### src/rtl/vme_cycle_ctrl.sv
// VME slave cycle controller: synchronizes the VME strobes, issues one local request per
// cycle and answers with DTACK* or BERR*, then enforces a quiet gap before the next cycle.
module vme_cycle_ctrl #(
    parameter int SYNC_STAGES    = 2,
    parameter int RELEASE_CYCLES = 2
) (
    input  logic       clk,
    input  logic       reset,
    input  logic       as_n,
    input  logic       ds0_n,
    input  logic       ds1_n,
    input  logic       write_n,
    input  logic       addr_match,
    input  logic       local_ack,
    input  logic       dtack_to_err,
    output logic       timer_start,
    output logic       local_rd,
    output logic       local_wr,
    output logic       dtack_n,
    output logic       berr_n,
    output logic       busy,
    output logic [7:0] to_count
);

    localparam int NSIG = 4;
    localparam int CW   = (RELEASE_CYCLES > 1) ? $clog2(RELEASE_CYCLES) : 1;
    localparam logic [CW-1:0] REL_LAST = CW'(RELEASE_CYCLES - 1);

    typedef enum logic [2:0] {
        S_IDLE     = 3'd0,
        S_REQ      = 3'd1,
        S_WAIT_ACK = 3'd2,
        S_DTACK    = 3'd3,
        S_BERR     = 3'd4,
        S_RELEASE  = 3'd5
    } state_t;

    logic [NSIG-1:0] raw_n;
    logic [NSIG-1:0] sync_n;
    logic            as_s;
    logic            ds_s;
    logic            wr_s;

    assign raw_n = {as_n, ds0_n, ds1_n, write_n};

    // One shift chain per asynchronous input; chains reset to the idle (high) level.
    genvar gi;
    generate
        for (gi = 0; gi < NSIG; gi++) begin : g_sync
            logic [SYNC_STAGES-1:0] chain_reg;
            always_ff @(posedge clk) begin
                if (reset) begin
                    chain_reg <= '1;
                end else begin
                    chain_reg <= {chain_reg[SYNC_STAGES-2:0], raw_n[gi]};
                end
            end
            assign sync_n[gi] = chain_reg[SYNC_STAGES-1];
        end
    endgenerate

    assign as_s = ~sync_n[3];
    assign ds_s = ~sync_n[2] | ~sync_n[1];
    assign wr_s = ~sync_n[0];

    state_t          state_reg;
    state_t          state_next;
    logic [CW-1:0]   rel_cnt_reg;
    logic            wr_lat_reg;
    logic            timer_start_reg;
    logic            local_rd_reg;
    logic            local_wr_reg;
    logic            dtack_n_reg;
    logic            berr_n_reg;
    logic            busy_reg;
    logic [7:0]      to_count_reg;

    // A master that drops DS while we wait has abandoned the cycle; that check comes first.
    always_comb begin
        state_next = state_reg;
        case (state_reg)
            S_IDLE:     if (as_s && ds_s && addr_match) state_next = S_REQ;
            S_REQ:      state_next = S_WAIT_ACK;
            S_WAIT_ACK: begin
                if (!ds_s)             state_next = S_RELEASE;
                else if (local_ack)    state_next = S_DTACK;
                else if (dtack_to_err) state_next = S_BERR;
            end
            S_DTACK:    if (!ds_s) state_next = S_RELEASE;
            S_BERR:     if (!ds_s) state_next = S_RELEASE;
            S_RELEASE:  if (!ds_s && rel_cnt_reg == REL_LAST) state_next = S_IDLE;
            default:    state_next = S_IDLE;
        endcase
    end

    // Level outputs follow the next state so they line up with the state register.
    always_ff @(posedge clk) begin
        if (reset) begin
            state_reg       <= S_IDLE;
            rel_cnt_reg     <= '0;
            wr_lat_reg      <= 1'b0;
            timer_start_reg <= 1'b0;
            local_rd_reg    <= 1'b0;
            local_wr_reg    <= 1'b0;
            dtack_n_reg     <= 1'b1;
            berr_n_reg      <= 1'b1;
            busy_reg        <= 1'b0;
            to_count_reg    <= 8'd0;
        end else begin
            state_reg <= state_next;

            if (state_reg == S_IDLE && state_next == S_REQ) begin
                wr_lat_reg <= wr_s;
            end

            // Quiet cycles must be consecutive with DS released.
            if (state_reg != S_RELEASE || ds_s) begin
                rel_cnt_reg <= '0;
            end else if (rel_cnt_reg != REL_LAST) begin
                rel_cnt_reg <= rel_cnt_reg + CW'(1);
            end

            local_rd_reg    <= (state_reg == S_REQ) && !wr_lat_reg;
            local_wr_reg    <= (state_reg == S_REQ) && wr_lat_reg;
            timer_start_reg <= (state_next == S_REQ) || (state_next == S_WAIT_ACK);
            dtack_n_reg     <= (state_next != S_DTACK);
            berr_n_reg      <= (state_next != S_BERR);
            busy_reg        <= (state_next != S_IDLE);

            if (state_reg == S_WAIT_ACK && state_next == S_BERR && to_count_reg != 8'hFF) begin
                to_count_reg <= to_count_reg + 8'd1;
            end
        end
    end

    assign timer_start = timer_start_reg;
    assign local_rd    = local_rd_reg;
    assign local_wr    = local_wr_reg;
    assign dtack_n     = dtack_n_reg;
    assign berr_n      = berr_n_reg;
    assign busy        = busy_reg;
    assign to_count    = to_count_reg;

endmodule

### config.mk
export PLATFORM = sky130hd
export DESIGN_NAME = vme_cycle_ctrl
export DESIGN_NICKNAME = d
export VERILOG_FILES = /design/src/rtl/vme_cycle_ctrl.sv
export SDC_FILE = /design/constraint.sdc
export NUM_CORES = 1
export LEC_CHECK = 0
export BUFFER_PORTS_ARGS = -buffer_cell sky130_fd_sc_hd__buf_2
export CAP_MARGIN = 20
export CORE_UTILIZATION = 45
export DETAILED_ROUTE_END_ITERATION = 12
export GPL_ROUTABILITY_DRIVEN = 0
export PLACE_DENSITY = 0.68
export SLEW_MARGIN = 40
export SYNTH_ARGS = -nofsm -noshare
export SYNTH_HDL_FRONTEND = slang
export SYNTH_SLANG_ARGS = --single-unit
### constraint.sdc
create_clock -name clk -period 5.5 [get_ports clk]
set_clock_uncertainty 0.1 [all_clocks]
set_input_delay 1.1 -clock clk [delete_from_list [all_inputs] [get_ports clk]]
set_output_delay 1.1 -clock clk [all_outputs]
set_load 0.02 [all_outputs]
==> results.sh <==
export IMPL_run_status="completed"
export IMPL_detailed_placement_hpwl_um=1459
export IMPL_wl_per_cell_um=12.48
export IMPL_detailroute_via_count=868
export IMPL_synth_xor_area_share_pct=1.595
export IMPL_final_antenna_net_count=0
export IMPL_initial_core_util_pct=48.72
export IMPL_synth_distinct_cells=39
export IMPL_syn_instance_count=112
export IMPL_synthToLayoutAreaGrowth_pct=13.44
export IMPL_critical_path_endpoint_type="flop"
export IMPL_cts_htree_levels=1
export IMPL_intPower_mw=0.2518
export IMPL_cts_inserted_buffers=3
export IMPL_final_min_clock_period_ps=2482
export IMPL_synth_area_mux_share_pct=1.936
export IMPL_die_w_um=51.41
export IMPL_postSynthNetCount=122
export IMPL_post_synth_instance_area_um2=1099
export IMPL_max_vdd_ir_drop_mv=0.1896
export IMPL_critPathTopFamily="compound AO/OA/AOI/OAI gates"
export IMPL_mostFrequentLayoutCell="sky130_fd_sc_hd__dfxtp_1"
export IMPL_timing_setup_critical_path_class="in -> reg"
export IMPL_layout_cells_most_common_list="sky130_fd_sc_hd__dfxtp_1 (27), sky130_fd_sc_hd__buf_2 (22), sky130_fd_sc_hd__nor2_1 (9)"
export IMPL_timing_slew_headroom_pct=65.20
export IMPL_fp_coreArea_um2=2255
export IMPL_path_cells="buf_2, a211o_1, a2111oi_4, o21ai_2, or3_1, a21oi_1"
export IMPL_pwrdens_nw_per_um2=274.7
export IMPL_post_cts_buffers=0
export IMPL_timing_setup_tns_ps=0
export IMPL_p_sw_mw=0.09050
export IMPL_timing_hold_worst_class="reg -> reg"
export IMPL_startpoint_type="input port"
export IMPL_share_seq_of_total_power_pct=62.1
export IMPL_antenna_cells=0
export IMPL_ys_dominant_reg_cell="sky130_fd_sc_hd__dfxtp_1"
export IMPL_final_layout_size_suffix_gt1_share_pct=30.60
export IMPL_drc_errors=0
export IMPL_synth_top_area_cell="sky130_fd_sc_hd__dfxtp_1"
export IMPL_fin_crit_sh_pct=45.12
export IMPL_p_clk_share_pct=24.1
export IMPL_max_cap_viol_count=0
export IMPL_clock_root_buffer="sky130_fd_sc_hd__clkbuf_4"
export IMPL_setup_violations=0
export IMPL_yosysWarnings=0
export IMPL_worst_hold_margin_ps=323.2
export IMPL_cts_clk_slew_worst_paths_ps=140
export IMPL_ctsLongestPathBuffers=2
export IMPL_vias_per_cell=5.358
export IMPL_number_of_global_route_vias_before_repair=777
export IMPL_tritoncts_clock_tree="done"
export IMPL_synth_edff_count=0
export IMPL_num_rows=17
export IMPL_synth_compound_area_share_pct=16.29
export IMPL_clock_fmax_mhz=402.9
export IMPL_cp_max_fo=4
export IMPL_clock_latency_on_the_worst_skew_pair_ps=320
export IMPL_grt_start_max_net_pins=26
export IMPL_power_leakage_nw=0.4872
export IMPL_yosys_area_share_adder_pct=1.139
export IMPL_chipHeight_um=51.41
export IMPL_ys_async_sr_fraction_pct=0
export IMPL_drt_pre_antenna_iters=4
export IMPL_drtIter0Drc=17
export IMPL_ys_top_cells_by_area="sky130_fd_sc_hd__dfxtp_1 (49%), sky130_fd_sc_hd__or2_2 (4.6%), sky130_fd_sc_hd__a21oi_1 (3.6%)"
export IMPL_die_area_um2=2643
export IMPL_grt_pass1_wl_um=3394
export IMPL_yosys_area_share_simple_pct=27.68
export IMPL_fillCellCount=230
export IMPL_share_of_total_power_in_combinational_logic_pct=13.7
export IMPL_overflow=0
export IMPL_numPortBuffers=22
export IMPL_grt_total_usage_pct=17.25
export IMPL_detail_route_wirelength_um=2021
export IMPL_cts_repair_resize_count=0
export IMPL_critical_path_slowest_cell="sky130_fd_sc_hd__a2111oi_4"
export IMPL_synthDominantCellAreaShare_pct=49.20
export IMPL_sw_frac_of_total_pct=26.44
export IMPL_yosys_register_bits=27
export IMPL_antenna_found_initial=0
export IMPL_cts_num_sinks=27
export IMPL_crit_arrival_ps=2640
export IMPL_slew_viol_final=0
export IMPL_yosysSeqAreaShare_pct=49.20
export IMPL_synth_top_family_by_area="simple AND/OR/NAND/NOR gates"
export IMPL_cp_required_ps=5660
export IMPL_cts_hold_fix_buffers=0
export IMPL_path_buf_inv=1
export IMPL_synthesis_area_per_instance_um2=9.809
export IMPL_ioPinCount=23
export IMPL_critPathMaxStageDelay_ps=450
export IMPL_pwr_total_mw=0.3423
export IMPL_worst_margin_slew_ps=518.9
export IMPL_fin_nets=145
export IMPL_setup_repair_after_global_routing_missed_its_margin="false"
export IMPL_timing_hold_violations_final=0
synthesized netlist by cell type, types with 2 or more instances:
| master | count |
|---|---|
| sky130_fd_sc_hd__a211o_1 | 2 |
| sky130_fd_sc_hd__a21oi_1 | 8 |
| sky130_fd_sc_hd__a311oi_1 | 2 |
| sky130_fd_sc_hd__a31oi_1 | 2 |
| sky130_fd_sc_hd__and2_1 | 2 |
| sky130_fd_sc_hd__clkbuf_1 | 2 |
| sky130_fd_sc_hd__dfxtp_1 | 27 |
| sky130_fd_sc_hd__nand2_1 | 6 |
| sky130_fd_sc_hd__nand2b_1 | 2 |
| sky130_fd_sc_hd__nand3_1 | 3 |
| sky130_fd_sc_hd__nor2_1 | 9 |
| sky130_fd_sc_hd__nor2b_1 | 3 |
| sky130_fd_sc_hd__nor3_1 | 2 |
| sky130_fd_sc_hd__nor4_1 | 2 |
| sky130_fd_sc_hd__nor4b_1 | 3 |
| sky130_fd_sc_hd__o21ai_0 | 3 |
| sky130_fd_sc_hd__o31ai_1 | 2 |
| sky130_fd_sc_hd__or2_2 | 8 |
| sky130_fd_sc_hd__or3_1 | 2 |
| sky130_fd_sc_hd__or4_1 | 2 |
| sky130_fd_sc_hd__xor2_1 | 2 |
final timing paths:
check,slack (ps),to,startpoint,depth (start not counted)
worst max-delay path,3020,to_count[4],local_ack,6
worst max register to register,3460,to_count[4],state_reg[0],5
worst min register to register,320,g_sync[2].chain_reg[1],g_sync[2].chain_reg[0],1
worst min-delay path,320,g_sync[2].chain_reg[1],g_sync[2].chain_reg[0],1
metrics by stage:
stage | setup slack, ps | utilization [%] | instance area, um^2 | instances
3_3_place_gp | 2781 | 54.11 | 1220 | 158
3_5_place_dp | 2676 | 54.11 | 1220 | 158
4_1_cts | 3024 | 55.27 | 1246 | 162
2_1_floorplan | 2936 | - | 1099 | 112
6_report | 3018 | 55.27 | 1246 | 162
5_1_grt | 2955 | 55.27 | 1246 | 162
logic make-up (layout without fill, tap and decap cells):
group / count (synthesis) / in the layout
xor gates and xnor gates: 2 / 2
adders and majority gates: 1 / 1
DFF: 27 / 27
buffers and inverters: 4 / 26
muxes: 2 / 2
AOI/OAI and AO/OA: 24 / 24
and+or+nand+nor: 52 / 52
power groups by stage:
| stage | Sequential (mW) | Clock [mW] | Combinational [mW] |
|---|---|---|---|
| after CTS | 0.213 | 0.0852 | 0.0474 |
| final | 0.213 | 0.0827 | 0.0470 |
| after global placement | 0.217 | 0 | 0.0462 |
| after detailed placement | 0.217 | 0 | 0.0472 |
| after floorplan | 0.218 | 0 | 0.0331 |
| after global routing | 0.214 | 0.0956 | 0.0529 |
layout make-up:
cell class	instances	area, um^2	share of cell area [%]
clock buffers	4	26.28	2.108
multi-input cells	81	534.3	42.87
flip-flops and latches	27	540.5	43.37
well taps	28	35.03	2.811
repair buffers	22	110.1	8.835
metal layers:
metal	part of all wire [%]	vias up	global-route usage, %	wire, um
li1	-	448	-	-
met1	51	397	23.53	1027
met2	44	19	25.97	887
met3	4.1	4	3.869	83
met4	1.1	0	7.207	23
met5	0	-	0	0
worst reg2reg max path: cells and delay by family (launching register included):
family,cells,cell delay (ps)
AO/OA/AOI/OAI,4,1080
flip-flops,1,440
AND/OR/NAND/NOR,1,370
Power figures use the tool's default switching activity.
